File: config.mk
export PLATFORM = sky130hd
export DESIGN_NAME = dc_fifo_wr_packer
export DESIGN_NICKNAME = d
export VERILOG_FILES = /design/src/rtl/dc_fifo_wr_packer.sv
export SDC_FILE = /design/constraint.sdc
export NUM_CORES = 1
export LEC_CHECK = 0
export BUFFER_PORTS_ARGS = -buffer_cell sky130_fd_sc_hd__buf_2
export CAP_MARGIN = 10
export CORE_UTILIZATION = 35
export CTS_CLUSTER_DIAMETER = 100
export DETAILED_ROUTE_END_ITERATION = 8
export SYNTH_ARGS = -nofsm -noshare
export SYNTH_HDL_FRONTEND = slang
export SYNTH_SLANG_ARGS = --single-unit
File: constraint.sdc
create_clock -name wr_clk -period 2.3 [get_ports wr_clk]
set_input_delay 0.345 -clock wr_clk [delete_from_list [all_inputs] [get_ports wr_clk]]
set_output_delay 0.345 -clock wr_clk [all_outputs]
set_load 0.005 [all_outputs]
File: src/rtl/dc_fifo_wr_packer.sv
// Byte-stream to DW-bit word packer driving the write port of the dual-clock FIFO.
// Bytes pack little-endian; writes are grouped into bursts gated by the nearly-full flag.
//
// state   | meaning
// S_IDLE  | no burst open; a write needs fifo_full_n == 0
// S_BURST | burst open; writes continue regardless of fifo_full_n
module dc_fifo_wr_packer #(
  parameter int DW    = 32,
  parameter int BURST = 4
) (
  input  logic          wr_clk,
  input  logic          rst,
  input  logic          clr,
  input  logic          s_valid,
  input  logic [7:0]    s_data,
  input  logic          s_last,
  output logic          s_ready,
  output logic [DW-1:0] fifo_din,
  output logic          fifo_we,
  input  logic          fifo_full,
  input  logic          fifo_full_n,
  output logic [15:0]   wr_cnt,
  output logic          busy
);

  localparam int NB  = DW / 8;
  localparam int BIW = $clog2(NB);

  typedef enum logic {
    S_IDLE  = 1'b0,
    S_BURST = 1'b1
  } state_t;

  state_t          state, state_nx;
  logic [DW-1:0]   pk;
  logic [DW-1:0]   merged;
  logic [BIW-1:0]  bi;
  logic            pend;
  logic            plast;
  logic [7:0]      bcnt;
  logic            bcnt_hit;
  logic            acc;
  logic            done;

  // pk only ever holds lanes below bi, so lanes above bi come out zero-padded
  always_comb begin
    merged = pk;
    for (int l = 0; l < NB; l++) begin
      if (bi == BIW'(l)) merged[8*l +: 8] = s_data;
    end
  end

  assign acc      = s_valid & s_ready;
  assign done     = acc & (s_last | (bi == BIW'(NB - 1)));
  assign bcnt_hit = (({1'b0, bcnt} + 9'd1) == 9'(BURST));

  always_ff @(posedge wr_clk) begin
    if (!rst || clr) state <= S_IDLE;
    else             state <= state_nx;
  end

  always_comb begin
    state_nx = state;
    case (state)
      S_IDLE:  if (fifo_we && (BURST > 1) && !plast) state_nx = S_BURST;
      S_BURST: if (fifo_we && (bcnt_hit || plast))   state_nx = S_IDLE;
      default: state_nx = S_IDLE;
    endcase
  end

  // Writing in the same cycle frees the pending slot, so s_ready follows fifo_we
  always_comb begin
    fifo_we = rst & pend & ~fifo_full & ((state == S_BURST) | ~fifo_full_n);
    s_ready = rst & (~pend | fifo_we);
    busy    = (state == S_BURST);
  end

  always_ff @(posedge wr_clk) begin
    if (!rst || clr) begin
      pk       <= '0;
      bi       <= '0;
      pend     <= 1'b0;
      plast    <= 1'b0;
      bcnt     <= 8'd0;
      fifo_din <= '0;
      wr_cnt   <= 16'd0;
    end else begin
      if (acc) begin
        if (done) begin
          fifo_din <= merged;
          plast    <= s_last;
          bi       <= '0;
          pk       <= '0;
        end else begin
          pk <= merged;
          bi <= bi + BIW'(1);
        end
      end

      if (done)         pend <= 1'b1;
      else if (fifo_we) pend <= 1'b0;

      if (fifo_we) wr_cnt <= wr_cnt + 16'd1;

      if (state == S_IDLE && state_nx == S_BURST) begin
        bcnt <= 8'd1;
      end else if (state == S_BURST && fifo_we) begin
        bcnt <= (state_nx == S_IDLE) ? 8'd0 : bcnt + 8'd1;
      end
    end
  end

endmodule

### After elaboration in Yosys (flattened, before gate mapping)

Index checks and enable logic that the tools add are counted.

| word-level totals | value |
|---|---|
| bits in registers | 93 |
| input port bits | 15 |
| logic and storage cells | 57 |
| output and inout bits | 51 |

| operators by class | value |
|---|---|
| reduce and logical (&&, ||, !) cells | 13 |
| eq/ne operators | 4 |
| muxes and demuxes | 14 |
| bitwise logic cells | 13 |
| add/sub/neg operators | 4 |

Operators by type and width:

| kind | count |
|---|---|
| 2-to-1 mux 8 bit | 5 |
| 2-to-1 mux 32 bit | 1 |
| adder 16 x 1 -> 16 bit (second input constant) | 1 |
| adder 8 x 1 -> 9 bit (second input constant) | 1 |
| == test 9 x 3 -> 1 bit (second input constant) | 1 |
| adder 8 x 1 -> 8 bit (second input constant) | 1 |
| bitwise AND 1 bit | 6 |
| 2-to-1 mux 1 bit | 6 |
| == test 2 bit (second input constant) | 2 |
| logical AND 1 bit | 4 |
| NOT 1 bit | 4 |
| nonzero test 2 bit | 2 |
| OR 1 bit | 3 |
| adder 2 x 1 -> 2 bit (second input constant) | 1 |
| == test 2 x 1 -> 1 bit (second input constant) | 1 |
| zero test 1 bit | 2 |
| zero test 2 bit | 1 |
| logical OR 1 bit | 2 |
| 2-to-1 mux 2 bit | 1 |
| one-hot mux 1 bit (2 select lines) | 1 |
| AND reduction 2 bit | 1 |
| OR reduction 2 bit | 1 |

### Longest topological paths before layout

Gate-level depths: netlist of the first run.

| logic depth | value |
|---|---|
| depth after elaboration | 9 |
| depth in mapped cells | 7 |
| depth with buffers taken out | 5 |

### Worst setup path after synthesis of the first run

OpenSTA, ideal clock, no wires.

| timing | value |
|---|---|
| path kind | reg2reg |
| start | register bi[0] |
| end | register pk[0] |
| data required time | 2183 ps |
| buffers on the path | 2 |
| arrival | 1731 ps |
| slack | 452 ps |
| stages on the path, launching flop included | 8 |
| cells stage by stage | dfxtp_1 > ha_1 > clkbuf_1 > or2_2 > clkbuf_1 > nor2_1 > o31a_1 > a22o_1 |

| on the way | value |
|---|---|
| longest elaborated chain between the ends | 4 |
| elaborated cells between the ends (all ways) | 6 |
| classes of those cells | eq/ne (1); mux (2); bitwise (2); reduce/logical (1) |

Ends and longest elaborated chain:

| item | RTL line | text |
|---|---|---|
| start, declared | 37 | `logic [BIW-1:0] bi;` |
| start signal, assigned | 96 | `bi <= bi + BIW'(1);` |
| == test 2 bit | 54 | `assign done = acc & (s_last \| (bi == BIW'(NB - 1)));` |
| OR 1 bit | 54 |  |
| bitwise AND 1 bit | 54 |  |
| 2-to-1 mux 32 bit (*) | 89 | `if (done) begin` |
| end signal, assigned | 95 | `pk <= merged;` |
| end, declared | 35 | `logic [DW-1:0] pk;` |

Mark *: on every way between the ends. The rest lies on a longest branch, timed or not.
A chain may end at the register's enable or synchronous reset.

### Worst setup path after layout of the first run

| timing | value |
|---|---|
| start | register state, in the netlist busy |
| end | output port s_ready |

| on the way | value |
|---|---|
| longest elaborated chain between the ends | 4 |

Ends and longest elaborated chain:

| item | RTL line | text |
|---|---|---|
| start, declared | 34 | `state_t state, state_nx;` |
| start signal, assigned | 59 | `else state <= state_nx;` |
| OR 1 bit | 73 | `fifo_we = rst & pend & ~fifo_full & ((state == S_BURST) \| ~fifo_full_n);` |
| bitwise AND 1 bit | 73 |  |
| OR 1 bit | 74 | `s_ready = rst & (~pend \| fifo_we);` |
| bitwise AND 1 bit | 74 |  |
| end, declared | 17 | `output logic s_ready,` |

No other way between the ends.

==> out/metrics.yaml, run 1 <==
min_path:
  hold_depth: 2
  hold_class: "in2reg"
placement:
  finalWeightedCongestion: 0.784
  io_buffers: 65
  dp_hpwl_um: 7160
  dpl-instance-area_mm2: 0.00461
  place_inst: 639
layout:
  stdcell_area_mm2: 0.00489
  fillers: 1112
  area_growth_pct: 18.7
  n_antenna_cell: 0
  multiInputGateArea_mm2: 0.00207
  nNetsFinal: 528
  fin_cells: 655
  final_layout_size_suffix_gt1_frac: 0.213
  post-route-util: 0.427
  register_area_mm2: 0.00186
synth:
  ys_async_sr_fraction: 0
  syn_inst: 453
  synth_top_cell_by_area: "dfxtp_1"
  synth_cell_types: 42
  ys_top_cells_by_count: "dfxtp_1 (93), a21oi_1 (41), clkbuf_1 (33)"
  ys_top_cells_by_area: "dfxtp_1 (45%), mux2i_1 (5.8%), a21oi_1 (5.0%)"
  synth_edf_count: 0
  yosys_warnings: 0
  syn_avg_cell_area_um2: 9.10
  ys_seq_area_frac: 0.452
  synth.most_common_cell: "dfxtp_1"
  synth_fp_nets: 474
  synth_top_area_frac: 0.452
  ys.flop_type: "dfxtp_1"
  synth_area_mm2: 0.00412
  ys_ff_latch: 93
sta:
  fin_crit_ns: 2.17
  hold_slack_ns: 0.310
  tightest_slew_ns: 0.702
  fin_crit_sh: 0.944
  finalMaxSlewViolations: 0
  slew_headroom: 0.531
  rsz0062_at_grt: "no"
  skew_ns: 0.00679
  fmax_mhz: 461
  tns_ns: 0
  setup_viol: 0
  hold_viol_final: 0
clocking:
  htree_levels: 3
  clk_pin_slew_ns: 0.06
  cts_buffers: 9
  cts_tree: "built"
  cts_hold_buf: 0
  cts_sinks: 93
  clockRootBuffer: "clkbuf_16"
  cts_setup_buffers: 0
  worstSkewPairLatency_ns: 0.35
  clockBufferDepth: 2
  cts_resized: 0
die:
  initial_core_util: 0.359
  ioPinCount: 66
  rows: 39
  die_w_um: 111
  fp.dieArea_mm2: 0.0122
  die_h_um: 111
  placeableCoreArea_mm2: 0.0115
global_routing:
  grt_pass1_wl_um: 17100
  antenna_found_initial: 0
  first_global_vias: 3389
  grt_max_degree: 44
  overflow: 0
  track_usage: 0.173
power_and_ir_drop:
  ir_worst_vdd_mv: 0.343
  clkPwrFrac: 0.442
  seqPwrFrac: 0.495
  p_leak_nw: 1.85
  p_sw_frac: 0.231
  combPwrFrac: 0.062
  power_density_mw_per_mm2: 675
  switchingPower_w: 0.000764
  internal-power_w: 0.00254
detailed_routing:
  routed_via_density: 5.55
  vias: 3635
  drt_iter0_drc: 211
  ant_nets: 0
  first_pass_iters: 4
  finalWirelength_um: 10400
  drc: 0
  wire_per_inst_um: 15.9
run:
  max-cap-violations: 0
setup_path:
  crit_chain: "nor2b_1 -> o21ai_0 -> and2_1 -> buf_2"
  r2r_cells: 5
  path_class: "reg2out"
  arrival_ns: 1.83
  worstPathRequired_ns: 1.96
  critPathLaunchType: "flip-flop"
  crit_path_top_delay_cell: "nor2b_1"
  endpoint_kind: "primary output"
  crit_path_max_fanout: 12
  cpPeakStageDelay_ns: 0.57
status:
  status: "complete, no violations"
==> per-stage QoR <==
step	setup WS, ns	total power [W]
final	0.130	0.00330
after global routing	0.00932	0.00341
after CTS	0.146	0.00332
after detailed placement	0.233	0.00188
after global placement	0.289	0.00188
after floorplan	0.452	0.00179
==> flip-flops by register name, summed over array words and instances, names as in the netlist <==
register	cells
bi	2
plast	1
fifo_din	32
pend	1
busy	1
bcnt	8
pk	32
wr_cnt	16
==> final timing paths <==
path / slack, ns / from / endpoint
hold reg to reg: 0.48 / pk[16] / pk[16]
setup reg to reg: 0.29 / busy / pk[13]
hold / removal: 0.31 / s_data[4] / pk[4]
setup / recovery: 0.13 / busy / s_ready
==> cells by family (layout without fill, tap and decap cells) <==
kind of cell	count (synthesis)	after routing	synth area share
and+or+nand+nor	124	124	0.179
AOI/OAI and AO/OA	148	148	0.230
xor gates and xnor gates	7	7	0.0149
buffers and inverters	51	110	0.0477
adders and majority gates	6	6	0.0182
DFF	93	93	0.452
muxes	24	24	0.0583
==> layout make-up <==
class / count / share of cell area
clock buffers: 12 / 0.0483
clock inverters: 4 / 0.00997
inverters: 13 / 0.00997
multi-input cells: 309 / 0.424
flip-flops and latches: 93 / 0.381
well taps: 143 / 0.0366
repair buffers: 81 / 0.0910
==> worst max-delay path, delay by kind of cell, from the launching register on <==
kind	cells	cell delay (ns)
AND/OR/NAND/NOR	2	0.78
flip-flops	1	0.34
AO/OA/AOI/OAI	1	0.24
buffers and inverters	1	0.12
==> cell usage in the layout, fill, tap and decap left out, types with 4 or more instances in the layout <==
cell type,Yosys,routed
nor3b_1,9,9
clkbuf_16,0,9
nand3_1,10,10
inv_1,13,13
or4_1,9,9
xnor2_1,7,7
nor2_1,15,15
nand2_1,20,20
a22o_1,8,8
buf_4,0,16
ha_1,6,6
a31oi_1,28,28
o21ai_0,29,28
nand4_1,6,6
mux2i_1,24,24
or3_1,20,20
o221a_2,8,8
nor4_1,5,5
a21oi_1,41,41
a211oi_1,24,24
and3_1,9,9
buf_2,4,65
o31ai_1,4,4
dfxtp_1,93,93
==> metal layers <==
metal	wire length, um	track usage	part of all wire
met4	128	0.0596	0.012
met5	0	0	0
met2	4920	0.281	0.47
met1	5020	0.225	0.48
met3	326	0.0384	0.031
==> power groups by stage <==
stage / sequential [W] / clock [W] / combinational, W
CTS: 0.00164 / 0.00148 / 0.000206
global placement: 0.00167 / 0 / 0.000203
global route: 0.00164 / 0.00155 / 0.000225
floorplan: 0.00167 / 0 / 0.000123
detailed placement: 0.00167 / 0 / 0.000205
finish: 0.00164 / 0.00146 / 0.000206
No activity file was read; power rests on OpenSTA's default activity.
==> run 2, diff against run 1 <==
==> constraint.sdc (replaced) <==
create_clock -name wr_clk -period 2.3 [get_ports wr_clk]
set_input_delay 0.69 -clock wr_clk [delete_from_list [all_inputs] [get_ports wr_clk]]
set_output_delay 0.69 -clock wr_clk [all_outputs]
set_load 0.005 [all_outputs]
==> out/metrics.yaml, run 2 (synthesis gave the netlist of run 1 again) <==
sta:
  rsz0062_at_grt: "no"
  setup_viol: 0  # unchanged
  hold_slack_ns: 0.475  # +0.166 ns
  tightest_slew_ns: 0.504  # -0.197 ns
  skew_ns: 0.00530  # -0.00148 ns
  slew_headroom: 0.662  # +0.131
  fin_crit_sh: 0.945  # +0.00156
  fmax_mhz: 460  # -0.16%
  finalMaxSlewViolations: 0  # unchanged
  fin_crit_ns: 2.17  # +0.00358 ns
  worst_slack_ns: 0.126  # -0.00358 ns
  hold_viol_final: 0  # unchanged
  tns_ns: 0  # unchanged
setup_path:
  endpoint_kind: "primary output"
  path_class: "in2out"
  crit_path_max_fanout: 5  # -7
  r2r_slack_ns: 0.44  # +0.15 ns
  worstPathRequired_ns: 1.61  # -0.35 ns
  critical_path.most_common_cell: "buf_2"
  critPathLaunchType: "input port"
  arrival_ns: 1.48  # -0.35 ns
  crit_path_top_delay_cell: "o21ai_0"
  timing.rr.end: "wr_cnt[14]"
  r2r_cells: 5  # unchanged
  cpPeakStageDelay_ns: 0.24  # -0.33 ns
  r2r-start: "wr_cnt[0]"
  crit_chain: "buf_2 -> nand3b_4 -> o21ai_0 -> and2_1 -> buf_2"
min_path:
  holdPathEnd: "pk[19]"
  hold_class: "reg2reg"
  hp-start: "pk[19]"
  hold_depth: 2  # unchanged
layout:
  register_area_mm2: 0.00186  # unchanged
  top_regs: "fifo_din: 32 flops, pk: 32 flops, wr_cnt: 16 flops"
  fillers: 1142  # +2.7%
  final_common_cell: "dfxtp_1"
  final_layout_size_suffix_gt1_frac: 0.228  # +0.0155
  stdcell_area_mm2: 0.00503  # +2.8%
  multiInputGateArea_mm2: 0.00207  # unchanged
  nNetsFinal: 537  # +1.7%
  n_antenna_cell: 0  # unchanged
  area_growth_pct: 22.0
  layout_common_cells: "dfxtp_1 (93), buf_2 (65), a21oi_1 (41)"
placement:
  dp_hpwl_um: 7200  # +0.52%
  pre_cts_slack_ns: -0.00832  # -0.241 ns
  io_buffers: 65  # unchanged
  finalWeightedCongestion: 0.771  # -1.7%
  dpl-instance-area_mm2: 0.00469  # +1.7%
clocking:
  clk_pin_slew_ns: 0.06  # about the same
  worstSkewPairLatency_ns: 0.34  # about the same
  clockBufferDepth: 2  # unchanged
  cts_buffers: 9  # unchanged
  cts_setup_buffers: 0  # unchanged
  clockRootBuffer: "clkbuf_16"
  cts_resized: 0  # unchanged
  cts_sinks: 93  # unchanged
  cts_tree: "built"
  cts_hold_buf: 0  # unchanged
  htree_levels: 3  # unchanged
detailed_routing:
  wire_per_inst_um: 15.5  # -2.3%
  finalWirelength_um: 10300  # -0.98%
  ant_nets: 0  # unchanged
  drc: 0  # unchanged
  routed_via_density: 5.45  # -1.7%
  drt_iter0_drc: 209  # -0.95%
  first_pass_iters: 4  # unchanged
  vias: 3621  # -0.39%
status:
  status: "complete, no violations"
power_and_ir_drop:
  ir_worst_vdd_mv: 0.382  # +11%
  power_density_mw_per_mm2: 707  # +4.7%
  p_leak_nw: 1.93  # +4.1%
die:
  ioPinCount: 66  # unchanged
  rows: 39  # unchanged
  initial_core_util: 0.359  # unchanged
  die_h_um: 111  # unchanged
  placeableCoreArea_mm2: 0.0115  # unchanged
  die_w_um: 111  # unchanged
  fp.dieArea_mm2: 0.0122  # unchanged
global_routing:
  track_usage: 0.175  # +0.00243
  grt_pass1_wl_um: 17500  # +2.1%
  first_global_vias: 3503  # +3.4%
  overflow: 0  # unchanged
  antenna_found_initial: 0  # unchanged
  grt_max_degree: 44  # unchanged
run:
  max-cap-violations: 0  # unchanged
==> run 2: cell count changes in the layout (fill, tap and decap cells not counted) <==
cell,delta
buf_12,+1
buf_4,+8
bufinv_16,+2
clkbuf_1,-1
clkbuf_8,+1
clkinv_2,-1
clkinv_4,-1
==> run 2: worst max-delay path, delay by kind of cell <==
kind / cells / cell delay [ns]
compound gates: 1 / 0.24
buf+inv: 2 / 0.24
simple gates: 2 / 0.32
==> run 2: report_power, final <==
part           total, W  internal [W]  switching [W]
Clock           0.00171       0.00109       0.000615
Sequential      0.00164       0.00163      0.0000101
Combinational  0.000212     0.0000776       0.000134
Total           0.00355       0.00280       0.000759
==> run 2: worst max-delay path by stage <==
stage                       to  cells after the start         from  slack, ns
floorplan           wr_cnt[14]                      6  fifo_full_n       0.13
finish                 s_ready                      5    fifo_full       0.13
detailed placement  wr_cnt[14]                      6  fifo_full_n     -0.008
global placement    wr_cnt[14]                      6  fifo_full_n       0.03
CTS                    s_ready                      5    fifo_full       0.11
global route           s_ready                      5          rst       0.06
==> run 2: final cells by class <==
cell class | count | share of cell area
timing repair buffer | 90 | 0.105
inverter | 13 | 0.00970
clock buffer | 12 | 0.0490
tap | 143 | 0.0356
sequential | 93 | 0.370
multi-input combinational | 309 | 0.412
clock inverter | 4 | 0.0189
==> run 2: stage by stage <==
step                      instances  utilization  total power [W]
after floorplan                 453            -          0.00179
after global placement          648        0.409          0.00188
after detailed placement        648        0.409          0.00188
after CTS                       664        0.439          0.00358
after global routing            664        0.439          0.00368
final                           664        0.439          0.00355
==> run 2: metal layers <==
metal | wire [um] | up-vias | track usage
met5 | 0 | - | 0
met4 | 173 | 0 | 0.0720
met3 | 212 | 12 | 0.0241
met2 | 4900 | 40 | 0.283
met1 | 5010 | 1739 | 0.234
li1 | - | 1830 | -
==> run 3, diff against run 2 <==
--- a/config.mk
+++ b/config.mk
@@ -7,6 +7,7 @@
 export LEC_CHECK = 0
 export BUFFER_PORTS_ARGS = -buffer_cell sky130_fd_sc_hd__buf_2
 export CAP_MARGIN = 10
+export CORE_ASPECT_RATIO = 1.2
 export CORE_UTILIZATION = 35
 export CTS_CLUSTER_DIAMETER = 100
 export DETAILED_ROUTE_END_ITERATION = 8
==> out/metrics.yaml, run 3 (synthesis gave the netlist of run 1 again) <==
status:
  status: "complete, no violations"
layout:
  layout_common_cells: "dfxtp_1 (93), buf_2 (65), a21oi_1 (41)"
  register_area_mm2: 0.00186  # unchanged
  final_common_cell: "dfxtp_1"
  nNetsFinal: 534  # -0.56%
  n_antenna_cell: 0  # unchanged
  fillers: 1172  # +2.6%
  top_regs: "fifo_din: 32 flops, pk: 32 flops, wr_cnt: 16 flops"
  post-route-util: 0.439  # about the same
  final_layout_size_suffix_gt1_frac: 0.228  # -0.000608
  stdcell_area_mm2: 0.00505  # +0.42%
  area_growth_pct: 22.5
  multiInputGateArea_mm2: 0.00207  # +0.12%
sta:
  hold_viol_final: 0  # unchanged
  hold_slack_ns: 0.477  # +0.00201 ns
  fin_crit_ns: 2.20  # +0.0276 ns
  fmax_mhz: 454  # -1.3%
  fin_crit_sh: 0.957  # +0.0120
  worst_slack_ns: 0.0985  # -0.0276 ns
  tightest_slew_ns: 0.502  # -0.00267 ns
  slew_headroom: 0.664  # +0.00179
  rsz0062_at_grt: "no"
  finalMaxSlewViolations: 0  # unchanged
  tns_ns: 0  # unchanged
  setup_viol: 0  # unchanged
  skew_ns: 0.00585  # +0.000548 ns
setup_path:
  r2r_cells: 5  # unchanged
  worstPathRequired_ns: 1.61  # about the same
  endpoint_kind: "primary output"
  arrival_ns: 1.51  # +0.03 ns
  crit_path_max_fanout: 8  # +3
  path_class: "in2out"
  critPathLaunchType: "input port"
die:
  die_w_um: 101  # -8.6%
  ioPinCount: 66  # unchanged
  rows: 43  # +10%
  fp.dieArea_mm2: 0.0122  # about the same
  initial_core_util: 0.358  # -0.00145
  placeableCoreArea_mm2: 0.0115  # +0.40%
  die_h_um: 121  # +9.4%
min_path:
  hold_class: "reg2reg"
  hold_depth: 2  # unchanged
power_and_ir_drop:
  ir_worst_vdd_mv: 0.284  # -26%
  power_density_mw_per_mm2: 706  # -0.14%
  p_leak_nw: 1.92  # -0.67%
placement:
  dp_hpwl_um: 7390  # +2.6%
  finalWeightedCongestion: 0.747  # -3.2%
  dpl-instance-area_mm2: 0.00471  # +0.43%
  pre_cts_slack_ns: -0.0105  # -0.00214 ns
  io_buffers: 65  # unchanged
global_routing:
  antenna_found_initial: 0  # unchanged
  overflow: 0  # unchanged
  first_global_vias: 3579  # +2.2%
  track_usage: 0.186  # +0.0108
  grt_pass1_wl_um: 17600  # +0.67%
  grt_max_degree: 44  # unchanged
clocking:
  cts_setup_buffers: 0  # unchanged
  worstSkewPairLatency_ns: 0.34  # about the same
  cts_buffers: 9  # unchanged
  cts_resized: 0  # unchanged
  clk_pin_slew_ns: 0.07  # about the same
  clockRootBuffer: "clkbuf_16"
  cts_hold_buf: 0  # unchanged
  cts_tree: "built"
  htree_levels: 3  # unchanged
  clockBufferDepth: 2  # unchanged
  cts_sinks: 93  # unchanged
detailed_routing:
  ant_nets: 0  # unchanged
  drc: 0  # unchanged
  wire_per_inst_um: 15.9  # +2.6%
  finalWirelength_um: 10700  # +4.3%
  drt_iter0_drc: 187  # -11%
  first_pass_iters: 4  # unchanged
  vias: 3723  # +2.8%
  routed_via_density: 5.52  # +1.1%
run:
  max-cap-violations: 0  # unchanged
run 3: routing by layer:
layer  GRT usage  wire, um
met1       0.232      4860
met2       0.303      5160
met3      0.0311       358
met4       0.101       355
met5           0         0
run 3: final cells by class:
cell class,count,area share
multi-input combinational,309,0.411
sequential,93,0.369
clock buffer,10,0.0453
clock inverter,6,0.0221
inverter,13,0.00966
tap,157,0.0389
timing repair buffer,87,0.105
run 3: worst max-delay path: stages:
cell and delay, ns:
buf_2 0.11, nor2b_2 0.16, buf_4 0.16, nor2_1 0.22
buf_2 0.17
run 3: path summary, 6_finish.rpt:
kind	from	end	slack, ns
worst min register to register	pk[12]	pk[12]	0.48
worst min-delay path	pk[12]	pk[12]	0.48
worst max-delay path	fifo_full_n	fifo_we	0.1
worst max register to register	wr_cnt[0]	wr_cnt[14]	0.45
run 3: through the flow:
stage / instances / total power (W)
after CTS: 675 / 0.00359
final: 675 / 0.00356
after global routing: 675 / 0.00367
after floorplan: 453 / 0.00179
after global placement: 659 / 0.00189
after detailed placement: 659 / 0.00189
run 3: power by group:
| group | switching [W] | internal (W) | total (W) |
|---|---|---|---|
| sequential | 0.0000106 | 0.00163 | 0.00164 |
| combinational | 0.000137 | 0.0000799 | 0.000217 |
| clock | 0.000648 | 0.00106 | 0.00171 |
| total | 0.000796 | 0.00277 | 0.00356 |
